==> src/rtl/sort_engine.sv <==
// -----------------------------------------------------------------------------
// sort_engine
//   Handshaked, tag-carrying iterative sorter. A vector of N keys, each paired
//   with a tag, is loaded on accept and sorted by N odd-even transposition
//   phases, one phase per clock. The order (ascending or descending) is chosen
//   per vector. Equal keys never swap, so the sort is stable. The number of
//   swaps is accumulated and equals the inversion count of the input vector.
//
// Ports
//   clk        rising-edge clock
//   rst_n      synchronous active-low reset
//   in_valid   input vector valid
//   in_ready   block can accept a vector (registered, from state)
//   in_desc    1 = descending, 0 = ascending; sampled on accept
//   in_data    N keys, lane k = [k*DW +: DW]
//   in_tag     N tags, lane k = [k*TW +: TW]
//   out_valid  sorted vector valid (registered, from state)
//   out_ready  consumer accepts result
//   out_data   sorted keys, lane 0 first in the selected order
//   out_tag    tags permuted together with their keys
//   out_swaps  number of compare-exchanges that swapped
// -----------------------------------------------------------------------------
module sort_engine #(
  parameter int N  = 6,
  parameter int DW = 8,
  parameter int TW = 3,
  parameter int SW = $clog2(N*(N-1)/2+1)
) (
  input  logic            clk,
  input  logic            rst_n,
  input  logic            in_valid,
  output logic            in_ready,
  input  logic            in_desc,
  input  logic [N*DW-1:0] in_data,
  input  logic [N*TW-1:0] in_tag,
  output logic            out_valid,
  input  logic            out_ready,
  output logic [N*DW-1:0] out_data,
  output logic [N*TW-1:0] out_tag,
  output logic [SW-1:0]   out_swaps
);

  localparam int PW = $clog2(N);
  localparam logic [PW-1:0] LAST_PHASE = PW'(N-1);

  typedef enum logic [1:0] {
    IDLE = 2'd0,
    SORT = 2'd1,
    DONE = 2'd2
  } state_t;

  state_t          state_q;
  logic [DW-1:0]   key_q   [N];
  logic [TW-1:0]   tag_q   [N];
  logic            desc_q;
  logic [PW-1:0]   phase_q;
  logic [SW-1:0]   swaps_q;

  logic [DW-1:0]   key_nxt [N];
  logic [TW-1:0]   tag_nxt [N];
  logic [SW-1:0]   phase_swaps;
  logic [SW-1:0]   swaps_nxt;

  // Swap decision for the pair (a, b) where a sits in the lower lane.
  // Strict comparisons keep tied keys in their input order.
  function automatic logic need_swap(input logic [DW-1:0] a,
                                     input logic [DW-1:0] b,
                                     input logic          desc);
    if (desc)
      return a < b;
    else
      return a > b;
  endfunction

  // One transposition phase. Pairs start at lanes whose parity matches the
  // phase parity, so pairs never overlap and end lanes without a partner hold.
  always_comb begin
    phase_swaps = '0;
    for (int k = 0; k < N; k++) begin
      key_nxt[k] = key_q[k];
      tag_nxt[k] = tag_q[k];
    end
    for (int i = 0; i < N - 1; i++) begin
      if (i[0] == phase_q[0]) begin
        if (need_swap(key_q[i], key_q[i+1], desc_q)) begin
          key_nxt[i]   = key_q[i+1];
          key_nxt[i+1] = key_q[i];
          tag_nxt[i]   = tag_q[i+1];
          tag_nxt[i+1] = tag_q[i];
          phase_swaps  = phase_swaps + SW'(1);
        end
      end
    end
  end

  // Total swaps cannot exceed N*(N-1)/2, which SW is sized to hold.
  assign swaps_nxt = swaps_q + phase_swaps;

  always_ff @(posedge clk) begin
    if (!rst_n) begin
      state_q   <= IDLE;
      in_ready  <= 1'b0;
      out_valid <= 1'b0;
      out_data  <= '0;
      out_tag   <= '0;
      out_swaps <= '0;
      desc_q    <= 1'b0;
      phase_q   <= '0;
      swaps_q   <= '0;
      for (int k = 0; k < N; k++) begin
        key_q[k] <= '0;
        tag_q[k] <= '0;
      end
    end else begin
      case (state_q)
        IDLE: begin
          if (in_valid && in_ready) begin
            for (int k = 0; k < N; k++) begin
              key_q[k] <= in_data[k*DW +: DW];
              tag_q[k] <= in_tag[k*TW +: TW];
            end
            desc_q   <= in_desc;
            phase_q  <= '0;
            swaps_q  <= '0;
            in_ready <= 1'b0;
            state_q  <= SORT;
          end else begin
            // First cycle after reset release raises in_ready here.
            in_ready <= 1'b1;
          end
        end

        SORT: begin
          for (int k = 0; k < N; k++) begin
            key_q[k] <= key_nxt[k];
            tag_q[k] <= tag_nxt[k];
          end
          swaps_q <= swaps_nxt;
          if (phase_q == LAST_PHASE) begin
            // Final phase result goes straight to the output registers.
            for (int k = 0; k < N; k++) begin
              out_data[k*DW +: DW] <= key_nxt[k];
              out_tag[k*TW +: TW]  <= tag_nxt[k];
            end
            out_swaps <= swaps_nxt;
            out_valid <= 1'b1;
            phase_q   <= '0;
            state_q   <= DONE;
          end else begin
            phase_q <= phase_q + PW'(1);
          end
        end

        DONE: begin
          if (out_ready) begin
            out_valid <= 1'b0;
            in_ready  <= 1'b1;
            state_q   <= IDLE;
          end
        end

        default: begin
          out_valid <= 1'b0;
          in_ready  <= 1'b0;
          state_q   <= IDLE;
        end
      endcase
    end
  end

endmodule

==> config.mk <==
export PLATFORM = sky130hd
export DESIGN_NAME = sort_engine
export DESIGN_NICKNAME = d
export VERILOG_FILES = /design/src/rtl/sort_engine.sv
export SDC_FILE = /design/constraint.sdc
export NUM_CORES = 1
export LEC_CHECK = 0
export BUFFER_PORTS_ARGS = -buffer_cell sky130_fd_sc_hd__clkbuf_2
export CORE_MARGIN = 3
export CORE_UTILIZATION = 30
export CTS_BUF_LIST = sky130_fd_sc_hd__clkbuf_4
export DETAILED_ROUTE_END_ITERATION = 10
export PLACE_DENSITY = 0.54
export SYNTH_ARGS = -nofsm -noshare
export SYNTH_HDL_FRONTEND = slang
export SYNTH_SLANG_ARGS = --single-unit
==> constraint.sdc <==
create_clock -name clk -period 8 [get_ports clk]
set_input_delay 1.2 -clock clk [delete_from_list [all_inputs] [get_ports clk]]
set_output_delay 1.2 -clock clk [all_outputs]
set_load 0.01 [all_outputs]
Word level (Yosys, flattened, before mapping)
Memory sizes are Yosys's and may differ from the RTL's.
Index checks and enable logic that the tools add are counted.

storage, ports and cells
  flip-flop bits (word level) = 82
  bits in writable memories = 66
  output and inout bits = 72
  word-level logic and storage cells = 155
  memories = 2

memory list
  memory  depth  bits a word  rd ports  clocked after memory_dff  write ports  line  source
  key_q   6      8            6         0                         6            53    logic [DW-1:0] key_q [N];
  tag_q   6      3            6         0                         6            54    logic [TW-1:0] tag_q [N];

cells by class
  add/subtract/negate cells = 6
  magnitude comparators = 10
  eq/ne operators = 6
  muxes and demuxes = 87
  bitwise logic cells = 26
  reduce and logical (&&, ||, !) cells = 9

operator list
  cell                                                 count
  two-way mux 16 bit                                   10
  two-way mux 8 bit                                    12
  two-way mux 6 bit                                    10
  two-way mux 3 bit                                    14
  greater-than comparator 8 bit                        5
  < comparator 8 bit                                   5
  two-way mux 4 bit                                    9
  two-way mux 1 bit                                    24
  OR 1 bit                                             24
  adder 4 x 1 -> 4 bit, second input constant          4
  case mux 4 bit (2 select lines)                      1
  AND reduction 2 bit                                  4
  two-way mux 2 bit                                    3
  inequality test 2 bit, second input constant         3
  case mux 1 bit (3 select lines)                      2
  case mux 2 bit (3 select lines)                      1
  case mux 3 bit (2 select lines)                      1
  AND reduction 3 bit                                  2
  adder 4 bit                                          1
  adder 3 x 1 -> 3 bit, second input constant          1
  equality test 3 bit, second input constant           1
  equality test 2 x 1 -> 1 bit, second input constant  1
  equality test 2 bit, second input constant           1
  zero test 2 bit                                      1
  3 further kinds                                      4

Depth between registers and ports, before layout
An unclocked memory read counts as a cell.

  depth after elaboration = 20
  mapped depth = 20
  mapped depth without buffers = 19

Least setup slack after synthesis
No wires, ideal clock.

  path type = reg2reg
  start = memory key_q[1][1]
  end = register out_swaps[3]
  library setup time = 0.070 ns
  arrival = 3.831 ns
  required time = 7.930 ns
  slack = 4.099 ns
  stages on the path, launching flop included = 21
  buffers on the path = 1
  period minus slack after synthesis = 3.901 ns
  cell sequence = edfxtp_1 > inv_1 > ha_1 > nor2b_4 > o211ai_2 > a21oi_2 > or3_1 > buf_6 > o32ai_4 > a31oi_4 > ha_1 > inv_1 > o21bai_1 > ha_1 > mux2_2 > ha_1 > a21o_1 > a21oi_1 > xnor2_1 > nand2_1 > a21oi_1

RTL lines
  element               line  source
  start, declared       53
  end signal, assigned  145   out_swaps <= swaps_nxt;
  end, declared         40    output logic [SW-1:0] out_swaps

==> impl_metrics.env <==
export IMPL_timing_rr_end="out_swaps[3]$_SDFFE_PN0P_"
export IMPL_worstSetupPathType="flip-flop to flip-flop"
export IMPL_relSlewSlack=0.128
export IMPL_rsz0062_at_grt="false"
export IMPL_yosysMostFrequentCell="o21ai_0"
export IMPL_power_total_mw=1.95
export IMPL_max_freq_mhz=202
export IMPL_grt_pass1_vias=7306
export IMPL_rows=60
export IMPL_setup_viol=0
export IMPL_initial_core_util=0.306
export IMPL_fin_crit_ps=4960
export IMPL_max_vdd_ir_drop_v=0.0000841
export IMPL_synth_distinct_cells=57
export IMPL_crit_start="key_q[3][1]$_SDFFCE_PN0P_"
export IMPL_crit_arrival_ps=5450
export IMPL_die_area_sq_um=29500
export IMPL_reg2reg_from="key_q[3][1]$_SDFFCE_PN0P_"
export IMPL_min_period_over_period=0.620
export IMPL_cts_setup_buffers=0
export IMPL_cp_max_fo=13
export IMPL_crit_family="simple AND/OR/NAND/NOR gates"
export IMPL_h_tree_depth=4
export IMPL_die_h_um=172
export IMPL_hold_depth=2
export IMPL_hp_start="out_data[43]$_SDFFE_PN0P_"
export IMPL_drt_first_iter_violations=637
export IMPL_ys_ff_latch=148
export IMPL_required_ps=8490
export IMPL_drc=0
export IMPL_overflow=0
export IMPL_place_hpwl_um=20300
export IMPL_hold_ws_ps=469
export IMPL_wl_per_cell_um=20.2
export IMPL_synth_top_area_cell="edfxtp_1"
export IMPL_grt_pass1_wl_um=41600
export IMPL_setup_tns_ps=0
export IMPL_yosys_warnings=0
export IMPL_max_cap_violations=0
export IMPL_finalNetCount=1108
export IMPL_cts_tree="done"
export IMPL_utilization=0.353
export IMPL_synth_top_area_frac=0.241
export IMPL_core_sq_um=27000
export IMPL_worstSetupEndpointType="flip-flop"
export IMPL_r2r_slack_ps=3040
export IMPL_syn_area_per_cell_sq_um=9.30
export IMPL_seq_area_frac_synth=0.440
export IMPL_synth_flop_cell="dfxtp_1"
export IMPL_clkTransAtPathRegs_ps=150
export IMPL_insertion_delay_ps=570
export IMPL_place_inst=1313
export IMPL_cpMostUsedCell="ha_1"
export IMPL_slew_violations=0
export IMPL_grt_max_degree=57
export IMPL_cp_slowest_cell="nor3_1"
export IMPL_syn_instance_count=886
export IMPL_post_cts_resized=0
export IMPL_cts_hold_buf=0
export IMPL_cts_sinks=148
export IMPL_async_reset_ff_frac=0
export IMPL_netlist_top_cells_area="edfxtp_1 24%, dfxtp_1 20%, ha_1 6.8%, o21ai_0 5.1%, a21oi_1 4.9%"
export IMPL_tightest_slew_ps=1300
export IMPL_synthTopCellsByCount="84 x o21ai_0, 82 x dfxtp_1, 80 x a21oi_1, 66 x edfxtp_1, 65 x nand2_1"
export IMPL_regArea_sq_um=3620
export IMPL_crit_path_start_kind="flip-flop"
export IMPL_min_to="out_data[43]$_SDFFE_PN0P_"
export IMPL_numCtsBuffers=17
export IMPL_die_w_um=172
export IMPL_antenna_found_initial=2
export IMPL_route_final_wire_length_um=27200
export IMPL_clock_path_buffers=2
export IMPL_syn_nets=1003
export IMPL_worstPathCellList="inv_1 -> ha_1 -> nor2b_1 -> o211ai_1 -> a21oi_2 -> nor3_1 -> nor2_1 -> a31oi_4 -> ha_1 -> inv_1 -> o21bai_1 -> ha_1 -> mux2_2 -> ha_1 -> a21o_1 -> a21oi_1 -> xnor2_1 -> nand2_1 -> a21oi_1"
export IMPL_instances_no_fill=1347
export IMPL_leakagePower_nw=3.85
export IMPL_synth_edf_count=66
export IMPL_firstDrtPassIters=5
export IMPL_grt_use_total=0.183
export IMPL_hold_viol_final=0
export IMPL_place_congestion=0.900
export IMPL_areaGrowthSynthToFinish_pct=15.3
export IMPL_vias=7347
export IMPL_hp_class="flip-flop to flip-flop"
export IMPL_ant_nets=0
export IMPL_drive_above_1_share=0.235
export IMPL_crit_buf_inv=2
export IMPL_fill_cells=2846
export IMPL_syn_cell_area_sq_um=8240
export IMPL_multi_input_area_sq_um=4150
export IMPL_viasPerCell=5.45
export IMPL_cts_root_buf="clkbuf_4"
export IMPL_port_buffer_count=142
export IMPL_status="complete, no violations"
export IMPL_powerDensity_nw_per_um2=205
export IMPL_fin_worst_skew_ps=25.8
export IMPL_pin_count=143
export IMPL_max_stage_delay_ps=800
export IMPL_reg2regPathDepth=19
-- metal layers --
layer,global-route usage,wire length (um),up-vias
li1,-,-,3524
met1,0.253,12700,3548
met2,0.285,12200,229
met3,0.0356,1680,44
met4,0.0658,656,2
met5,0,13,-
-- state kept, by name (all words and copies together) (netlist names) --
| signal | cells |
|---|---|
| key_q | 48 |
| out_data | 48 |
| out_tag | 18 |
| tag_q | 18 |
| out_swaps | 4 |
| swaps_q | 4 |
| phase_q | 3 |
| state_q | 2 |
| desc_q | 1 |
| in_ready | 1 |
| out_valid | 1 |
-- stage by stage --
step / area (sq um) / worst slack, ps
finish: 9500 / 3040
global route: 9500 / 2610
CTS: 9500 / 3150
detailed placement: 9190 / 3180
global placement: 9190 / 3340
floorplan: 8240 / 4100
-- how the worst max path moves through the flow --
stage,to,slack (ps),cells after the start
6_report,out_swaps[3]$_SDFFE_PN0P_,3040,19
5_1_grt,out_swaps[3]$_SDFFE_PN0P_,2610,18
4_1_cts,out_swaps[3]$_SDFFE_PN0P_,3150,19
3_5_place_dp,out_swaps[3]$_SDFFE_PN0P_,3180,19
3_3_place_gp,out_swaps[3]$_SDFFE_PN0P_,3340,18
2_1_floorplan,out_swaps[3]$_SDFFE_PN0P_,4100,20
-- power by group --
part | internal, mW | leakage, nW | total, mW | switching [mW]
Sequential | 0.840 | 1.37 | 0.893 | 0.0537
Clock | 0.224 | 0.168 | 0.526 | 0.302
Combinational | 0.196 | 2.31 | 0.530 | 0.334
-- worst register-to-register path: stages (launching register included) --
cell and delay, ps:
edfxtp_1 430, inv_1 80, ha_1 310, nor2b_1 140, o211ai_1 190, a21oi_2 150, nor3_1 800, nor2_1 500
a31oi_4 340, ha_1 260, inv_1 50, o21bai_1 100, ha_1 320, mux2_2 270, ha_1 260, a21o_1 170
a21oi_1 170, xnor2_1 160, nand2_1 80, a21oi_1 140
-- cells in the final DEF, fill, tap and decap left out, types with 3 or more instances in the layout --
master     count
clkbuf_2     142
o21ai_0       84
dfxtp_1       82
a21oi_1       80
edfxtp_1      66
nand2_1       65
inv_1         48
ha_1          45
nand3_1       40
nor2_1        38
mux2i_1       28
a211oi_1      25
a31oi_1       22
nor3_1        20
clkbuf_4      18
o211ai_1      15
and3_1        15
a22o_1        14
or2_2         13
a31o_2        13
a32o_1        12
buf_4         12
o2bb2ai_1     11
nand4_1       10
o221a_2        8
a311oi_1       8
nor2b_1        6
or3_1          5
inv_6          5
xnor2_1        4
o22ai_1        3
a21boi_0       3
nand2b_1       3
bufinv_16      3
clkinv_2       3
-- kinds of logic after synthesis --
family,share of synthesized area
adders and majority gates,0.0708
AOI/OAI and AO/OA,0.253
and+or+nand+nor,0.133
muxes,0.0368
xor gates and xnor gates,0.00714
DFF,0.440
buffers and inverters,0.0595
-- cell type report --
type | instances | area share
timing repair buffer | 154 | 0.0843
sequential | 148 | 0.381
tap | 341 | 0.0449
multi-input combinational | 621 | 0.437
clock inverter | 14 | 0.0183
clock buffer | 18 | 0.0142
inverter | 49 | 0.0194
antenna | 2 | 0.000527
Note: power is estimated with default switching activity, not from simulation.
